**config.mk**
```make
export PLATFORM = sky130hd
export DESIGN_NAME = timer
export DESIGN_NICKNAME = d
export VERILOG_FILES = /design/src/rtl/timer.sv
export SDC_FILE = /design/constraint.sdc
export NUM_CORES = 1
export LEC_CHECK = 0
export BUFFER_PORTS_ARGS = -buffer_cell sky130_fd_sc_hd__buf_2
export CAP_MARGIN = 20
export CORE_MARGIN = 2
export CORE_UTILIZATION = 50
export DETAILED_ROUTE_END_ITERATION = 8
export PLACE_DENSITY = 0.66
export SYNTH_ARGS = -nofsm -noshare
export SYNTH_HDL_FRONTEND = slang
export SYNTH_SLANG_ARGS = --single-unit
```
**constraint.sdc**
```tcl
create_clock -name clk_i -period 2.8 [get_ports clk_i]
set_input_delay 0.42 -clock clk_i [delete_from_list [all_inputs] [get_ports clk_i]]
set_output_delay 0.42 -clock clk_i [all_outputs]
set_load 0.02 [all_outputs]
```
**src/rtl/timer.sv**
```systemverilog
// Memory-mapped machine timer: 64-bit prescaled mtime, 64-bit mtimecmp and a level interrupt.
// Single-cycle ce/req/gnt slave handshake; each access is granted one cycle after it is accepted.
module timer #(
  parameter logic [63:0] CMP_RESET   = 64'hFFFF_FFFF_FFFF_FFFF,
  parameter logic [7:0]  PRESC_RESET = 8'd0
) (
  input  logic        clk_i,
  input  logic        rst_ni,
  input  logic        ce_i,
  input  logic        req_i,
  output logic        gnt_o,
  input  logic        we_i,
  input  logic [1:0]  hb_i,
  input  logic [31:0] addr_i,
  input  logic [31:0] wdata_i,
  output logic [31:0] rdata_o,
  output logic        irq_o
);

  localparam logic [0:0] StIdle = 1'b0;
  localparam logic [0:0] StAck  = 1'b1;

  localparam logic [2:0] AddrMtimeLo = 3'd0;
  localparam logic [2:0] AddrMtimeHi = 3'd1;
  localparam logic [2:0] AddrCmpLo   = 3'd2;
  localparam logic [2:0] AddrCmpHi   = 3'd3;
  localparam logic [2:0] AddrCtrl    = 3'd4;
  localparam logic [2:0] AddrStatus  = 3'd5;

  logic [0:0]  state_q, state_d;
  logic        we_q, we_d;
  logic [1:0]  hb_q, hb_d;
  logic [2:0]  addr_q, addr_d;
  logic [31:0] wdata_q, wdata_d;

  logic [63:0] mtime_q, mtime_d;
  logic [63:0] mtimecmp_q, mtimecmp_d;
  logic [31:0] hi_shadow_q, hi_shadow_d;
  logic        en_q, en_d;
  logic        ie_q, ie_d;
  logic [7:0]  presc_q, presc_d;
  logic [7:0]  pcnt_q, pcnt_d;
  logic        irq_q, irq_d;

  logic        gnt;
  logic        wr_word;
  logic        rd_lo;
  logic        tick;
  logic        cmp_hit;
  logic [31:0] rd_mux;

  // Only addr_i[4:2] selects a register; the rest of the address is don't-care.
  logic unused_addr;
  assign unused_addr = ^{addr_i[31:5], addr_i[1:0]};

  always_comb begin
    gnt     = (state_q == StAck);
    wr_word = gnt & we_q & (hb_q == 2'b10);
    rd_lo   = gnt & ~we_q & (addr_q == AddrMtimeLo);
    tick    = en_q & (pcnt_q == presc_q);
    cmp_hit = (mtime_q >= mtimecmp_q);
  end

  always_comb begin
    rd_mux = 32'd0;
    case (addr_q)
      AddrMtimeLo: rd_mux = mtime_q[31:0];
      AddrMtimeHi: rd_mux = hi_shadow_q;
      AddrCmpLo:   rd_mux = mtimecmp_q[31:0];
      AddrCmpHi:   rd_mux = mtimecmp_q[63:32];
      AddrCtrl:    rd_mux = {16'd0, presc_q, 6'd0, ie_q, en_q};
      AddrStatus:  rd_mux = {31'd0, cmp_hit};
      default:     rd_mux = 32'd0;
    endcase
  end

  assign gnt_o   = gnt;
  assign rdata_o = gnt ? rd_mux : 32'd0;
  assign irq_o   = irq_q;

  // Handshake: accept only in IDLE, so back-to-back requests see one access per two cycles.
  always_comb begin
    state_d = state_q;
    we_d    = we_q;
    hb_d    = hb_q;
    addr_d  = addr_q;
    wdata_d = wdata_q;
    case (state_q)
      StIdle: begin
        if (ce_i && req_i) begin
          state_d = StAck;
          we_d    = we_i;
          hb_d    = hb_i;
          addr_d  = addr_i[4:2];
          wdata_d = wdata_i;
        end
      end
      default: state_d = StIdle;
    endcase
  end

  always_comb begin
    mtime_d     = mtime_q;
    mtimecmp_d  = mtimecmp_q;
    en_d        = en_q;
    ie_d        = ie_q;
    presc_d     = presc_q;
    pcnt_d      = pcnt_q;
    hi_shadow_d = hi_shadow_q;
    irq_d       = ie_q & cmp_hit;

    if (en_q) begin
      if (tick) begin
        pcnt_d  = 8'd0;
        mtime_d = mtime_q + 64'd1;
      end else begin
        pcnt_d = pcnt_q + 8'd1;
      end
    end else begin
      pcnt_d = 8'd0;
    end

    // A write to one mtime half replaces the ticked value, so the increment is dropped.
    if (wr_word) begin
      case (addr_q)
        AddrMtimeLo: mtime_d = {mtime_q[63:32], wdata_q};
        AddrMtimeHi: mtime_d = {wdata_q, mtime_q[31:0]};
        AddrCmpLo:   mtimecmp_d = {mtimecmp_q[63:32], wdata_q};
        AddrCmpHi:   mtimecmp_d = {wdata_q, mtimecmp_q[31:0]};
        AddrCtrl: begin
          en_d    = wdata_q[0];
          ie_d    = wdata_q[1];
          presc_d = wdata_q[15:8];
          pcnt_d  = 8'd0;
        end
        default: ;
      endcase
    end

    if (rd_lo) begin
      hi_shadow_d = mtime_q[63:32];
    end
  end

  always_ff @(posedge clk_i or negedge rst_ni) begin
    if (!rst_ni) begin
      state_q     <= StIdle;
      we_q        <= 1'b0;
      hb_q        <= 2'b00;
      addr_q      <= 3'd0;
      wdata_q     <= 32'd0;
      mtime_q     <= 64'd0;
      mtimecmp_q  <= CMP_RESET;
      hi_shadow_q <= 32'd0;
      en_q        <= 1'b0;
      ie_q        <= 1'b0;
      presc_q     <= PRESC_RESET;
      pcnt_q      <= 8'd0;
      irq_q       <= 1'b0;
    end else begin
      state_q     <= state_d;
      we_q        <= we_d;
      hb_q        <= hb_d;
      addr_q      <= addr_d;
      wdata_q     <= wdata_d;
      mtime_q     <= mtime_d;
      mtimecmp_q  <= mtimecmp_d;
      hi_shadow_q <= hi_shadow_d;
      en_q        <= en_d;
      ie_q        <= ie_d;
      presc_q     <= presc_d;
      pcnt_q      <= pcnt_d;
      irq_q       <= irq_d;
    end
  end

endmodule

```
==> metrics.txt, run 1 <==
failing checks=setup timing; Final HPWL DP=about 29000 um; FP Rows=just under 60; number of warning messages in the yosys log=0; overall via count from detail_route=between 10000 and 15000; most common library cell in the layout ignoring fill and taps=nand2_1; Syn Nets=~1500; average wire per standard cell=roughly 21 um; result of the run=finished with violations; Max rail drop VDD=585 uV; number of enable-type register cells in the synthesized netlist=0; total congestion overflow after global routing=0; unrepaired setup endpoints after global routing=yes; peak-usage layer in the global routing report=met2; share of cells above drive strength 1=31.1%; clk_skew=roughly 23 ps; dominant cells by area after synthesis=dfrtp_1 31%, dfstp_2 13%, mux2_2 6.6%; worst-path cell chain=inv_2 -> ha_4 -> nand4_1 -> buf_4 -> buf_4 -> nor2_4 -> a22oi_2 -> a31oi_2 -> a41oi_1 -> o211ai_1 -> buf_4 -> a41o_1 -> buf_6; post-synthesis cell type with the largest combined area=dfrtp_1; maximum number of pins on one net before global-route repair=just over 80; max-cap violations=0; Skew-Pair Late Insertion Delay=approximately 540 ps; Top Ports=~110; Worst-Margin Slew=653 ps; initial standard-cell utilization of the core=between 50% and 60%; wire length after detailed routing=41400 um; count of H-tree levels built during CTS=1; Slowest cell on crit path=dfstp_2; Inserted Clock Buffers=26; number of global-route vias before repair=around 11000; initial detailed-routing violation count=between 1000 and 1500; global placement routability congestion=~0.95; Hold Violations, Final=0; Hold Worst Slack=~59 ps; growth of design area from synthesis to finish=24.8%; distinct cell type count after synthesis=63; most frequent CP cell=buf_4; Post-Syn Area=approximately 13000 um2; net count of the finished layout=approximately 1700; Slew Limit Fails=0; Global Route met3 Usage=around 7.5%; worst setup margin=-653 ps; required time of the critical path=about 2400 ps; most frequently used flop master after synthesis=dfrtp_1; maximum fanout along the worst path=2; ratio of routed vias to standard cells=roughly 6; total iterations of the first detailed-routing run=5; met1 layer usage reported by global route=between 40% and 50%; Max Clk Rate=around 0.29 GHz; antenna diode count=0; crit end category=output port; async set or reset register ratio after synthesis=100%; global-route wire length before repair=around 64000 um; Yosys reg bits=roughly 220; post-synthesis area per instance=just over 9 um2; global-route met2 utilization=46.5%; clock slew at the register clock pins of the worst setup and hold paths=60 ps; final instance area=approximately 16000 um2; total power per unit cell area=825 nW/um2; CP delay by family, top=compound AO/OA/AOI/OAI gates; Sink Count=between 200 and 250; Final setup violation count=1; fraction of the cycle the final worst path needs=123%; Bufs on Longest Clock Path=3; core box area=25000 um2; highest-count cells in the layout ignoring fill and taps=213 x nand2_1, 155 x buf_4, 153 x nor2_1, 153 x dfrtp_1, 98 x a21oi_1; min Tclk post-route=roughly 3500 ps; critical path data arrival time=roughly 3000 ps; CP Launch Type=register; root buffer cell=clkbuf_16; register area share after synthesis=around 44%; DIE AREA=about 27000 um2; Buf/Inv on CP=5; Die Y-Extent=~160 um; DRC violation count after routing=0; number of antenna violations at the first check in global routing=0; antenna violation net count after detailed routing=0; Crit Path Class=register to output port; Worst slew margin=a little under three fifths; area share of the largest cell type after synthesis=between 30% and 40%; count of buffers inserted at the top-level ports=75; overall routing resource usage=31.4%; gate count of the mapped netlist=1389; die width=roughly 160 um; placement-stage cell area=14400 um2; CTS tree=built; class of the tightest hold or removal check=primary input to register; leakage power of the design=around 7 nW; Largest stage delay, worst path=between 500 and 600 ps
==> tightest hold or removal path, cell delays in order <==
cell and delay [ps]:
buf_2 70, nand2_1 40, nand2_1 40
==> metal layers <==
layer  wire, um  up-vias
met4       1530        0
met5          0        -
met1      17900     5648
li1           -     5327
met3       3690      105
met2      18300      522
==> cells by family after synthesis <==
kind of cell	after synthesis	synth area share (%)
AO/OA/AOI/OAI	278	13.4
XOR/XNOR	16	1.17
flip-flops	218	43.9
buffers and inverters	148	4.45
AND/OR/NAND/NOR	556	20.5
adder cells (fa/ha/maj)	66	6.55
multiplexers	107	10.0
==> per-stage QoR <==
step | power (mW) | instances | worst slack [ps] | util (%) | setup TNS [ps]
floorplan | 6.78 | 1389 | 196 | - | 0
global placement | 8.66 | 1881 | -400 | 57.6 | -400
detailed placement | 8.77 | 1881 | -416 | 57.6 | -416
CTS | 12.7 | 1934 | -594 | 62.3 | -594
global route | 13.7 | 1936 | -744 | 63.0 | -913
finish | 13.0 | 1936 | -653 | 63.0 | -653
==> synthesized netlist by cell type (all sizes together) (5+ instances only) <==
cell      n
nand2   213
nor2    155
dfrtp   154
a21oi   104
inv      78
mux2     74
o21ai    72
ha       66
dfstp    64
clkbuf   57
nand3    43
nand4    31
nor3     31
a211oi   30
mux2i    25
and3     17
nor4     16
buf      13
o22ai    13
xnor2    13
and4     11
mux4      8
o211ai    8
and2      7
nand2b    7
a311oi    6
o31ai     6
o32ai     6
or3       6
a222oi    5
==> final cells by class <==
class,instances,area [um2]
Fill cell,2181,9230
Multi-Input combinational cell,1023,6860
Sequential cell,218,5540
Timing Repair Buffer,239,1710
Clock buffer,39,771
Tap cell,330,413
Inverter,78,297
Clock inverter,9,145
==> sequential cells by signal, summed over array words and instances (netlist names) <==
signal       count
hi_shadow_q     32
mtime_q         64
mtimecmp_q      64
presc_q          8
pcnt_q           8
hb_q             2
wdata_q         32
en_q             1
irq_o            1
gnt_o            1
addr_q           3
we_q             1
ie_q             1
==> what timing repair did <==
item	CTS	global route
pin swaps	19	15
setup buffers	4	1
hold endpoints to repair	56	0
endpoints found under the setup margin	8	12
hold buffers	1	0
gates cloned	0	1
resized for setup	37	26
==> power breakdown <==
| group | internal (mW) | leakage, nW | switching [mW] | total, mW |
|---|---|---|---|---|
| Sequential | 3.88 | 2.67 | 0.625 | 4.50 |
| Clock | 2.26 | 0.453 | 1.36 | 3.62 |
| Combinational | 2.25 | 3.89 | 2.60 | 4.85 |
| Total | 8.39 | 7.01 | 4.59 | 13.0 |
==> final timing paths <==
kind	slack, ps	start	endpoint	cells past startpoint
worst max-delay path	-650	mtimecmp_q[27]	rdata_o[0]	13
worst min-delay path	60	wdata_i[23]	wdata_q[23]	3
worst max register to register	70	pcnt_q[3]	mtime_q[52]	8
worst min register to register	500	ie_q	irq_o	1
max in group asynchronous	1480	rst_ni	mtimecmp_q[14]	3
min in group asynchronous	480	rst_ni	hi_shadow_q[23]	2
(Power assumes the default switching activity.)
==> inputs of run 2 (changes only) <==
CTS_BUF_LIST = sky130_fd_sc_hd__clkbuf_8   (was not set)
==> metrics.txt, run 2 (same netlist as run 1, synthesis figures left out) <==
critical path data arrival time=about 3000 ps; Top Ports=around 110; initial standard-cell utilization of the core=roughly 51%; growth of design area from synthesis to finish=23.3%; most common library cell in the layout ignoring fill and taps=nand2_1; FP Rows=between 50 and 60; number of global-route vias before repair=about 11000; share of cells above drive strength 1=30.9%; clk_skew=roughly 26 ps; unrepaired setup endpoints after global routing=yes; Max Clk Rate=a little under 0.3 GHz; result of the run=finished with violations; CP delay by family, top=compound AO/OA/AOI/OAI gates; wire length after detailed routing=around 41000 um; Max rail drop VDD=roughly 420 uV; Hold Violations, Final=0; total congestion overflow after global routing=0; crit end category=output port; highest-count cells in the layout ignoring fill and taps=213 x nand2_1, 153 x nor2_1, 153 x dfrtp_1, 153 x buf_4, 101 x a21oi_1; number of antenna violations at the first check in global routing=0; antenna violation net count after detailed routing=0; failing checks=setup timing; worst setup margin=-621 ps; count of buffers inserted at the top-level ports=75; antenna diode count=0; worst-path cell chain=inv_1 -> ha_1 -> a21oi_1 -> o21ai_1 -> a22oi_1 -> nor2_1 -> a211oi_2 -> o211ai_1 -> buf_4 -> a41o_1 -> buf_6; DIE AREA=about 27000 um2; required time of the critical path=2380 ps; CP Launch Type=register; ratio of routed vias to standard cells=roughly 6; average wire per standard cell=around 21 um; Crit Path Class=register to output port; core box area=approximately 25000 um2; fraction of the cycle the final worst path needs=122%; initial detailed-routing violation count=1109; Skew-Pair Late Insertion Delay=approximately 540 ps; Worst-Margin Slew=between 600 and 700 ps; total power per unit cell area=~800 nW/um2; overall via count from detail_route=11600; global placement routability congestion=around 0.95; Hold Worst Slack=~65 ps; root buffer cell=clkbuf_8; Inserted Clock Buffers=40; maximum fanout along the worst path=2; net count of the finished layout=between 1500 and 2000; Die Y-Extent=between 150 and 200 um; clock slew at the register clock pins of the worst setup and hold paths=~60 ps; Final setup violation count=1; class of the tightest hold or removal check=primary input to register; total power after layout=between 10 and 15 mW; Slew Limit Fails=0; leading registers by flop count=mtime_q x64, mtimecmp_q x64; CTS tree=built; DRC violation count after routing=0; Buf/Inv on CP=3; setup slack at placement=-416 ps; overall routing resource usage=31.1%; Bufs on Longest Clock Path=3; Worst slew margin=between 50% and 60%; die width=~160 um; Final HPWL DP=slightly below 30000 um; Largest stage delay, worst path=530 ps; Slowest cell on crit path=dfstp_2; maximum number of pins on one net before global-route repair=roughly 80; global-route wire length before repair=64000 um; total iterations of the first detailed-routing run=6; count of H-tree levels built during CTS=2; Sink Count=~220; Total Neg Setup Slack=-621 ps; max-cap violations=0; min Tclk post-route=3420 ps; leakage power of the design=~7 nW
==> run 2: changes by cell type in the layout (fill, tap and decap cells not counted), sizes merged <==
| cell | delta |
|---|---|
| inv | +20 |
| clkbuf | +9 |
| bufinv | -3 |
| clkinv | -2 |
| buf | -1 |
==> run 2: repair_timing <==
action                                  in CTS  in global routing
resized for setup                           34                 26
hold buffers                                 1                  0
gates cloned                                 0                  1
endpoints found under the setup margin       9                 14
pin swaps                                   23                 18
setup buffers                                3                  1
hold endpoints to repair                    56                  0
==> run 2: worst reg2reg max path, delay by kind of cell, from the launching register on <==
kind            cells  cell delay, ps
simple gates        5            1600
flops               1             420
xor+xnor            1             260
buf+inv             1             210
compound gates      1             110
==> run 2: worst paths after layout <==
kind / to / slack [ps] / cells past startpoint / start
setup / recovery: rdata_o[0] / -620 / 11 / mtimecmp_q[48]
hold / removal: hb_q[1] / 60 / 3 / hb_i[1]
setup reg to reg: mtime_q[52] / 90 / 8 / pcnt_q[3]
hold reg to reg: irq_o / 500 / 1 / ie_q
max in group asynchronous: mtimecmp_q[32] / 1490 / 3 / rst_ni
min in group asynchronous: wdata_q[29] / 480 / 2 / rst_ni
==> run 2: area by class of cell <==
type / instances / area, um2
multi-input combinational: 1023 / 6820
timing repair buffer: 238 / 1710
tap: 330 / 413
clock buffer: 48 / 661
fill: 2208 / 9410
clock inverter: 24 / 120
inverter: 78 / 299
sequential: 218 / 5540
==> run 2: where the power goes <==
group / internal (mW) / switching (mW) / total [mW]
logic: 2.21 / 2.55 / 4.77
registers: 3.88 / 0.617 / 4.50
clock network: 1.64 / 1.35 / 2.99
==> run 2: through the flow <==
step / util, % / cell area, um2 / cells
global route: 62.3 / 15600 / 1959
CTS: 61.7 / 15400 / 1957
finish: 62.3 / 15600 / 1959
detailed placement: 57.6 / 14400 / 1881
global placement: 57.6 / 14400 / 1881
floorplan: - / 12600 / 1389
==> run 2: metal layers <==
layer | vias to the layer above | wire length (um) | global-route usage, %
met5 | - | 0 | 0
met4 | 0 | 1100 | 9.65
met1 | 5610 | 18000 | 44.8
met3 | 84 | 3650 | 7.31
li1 | 5352 | - | -
met2 | 507 | 18100 | 46.6
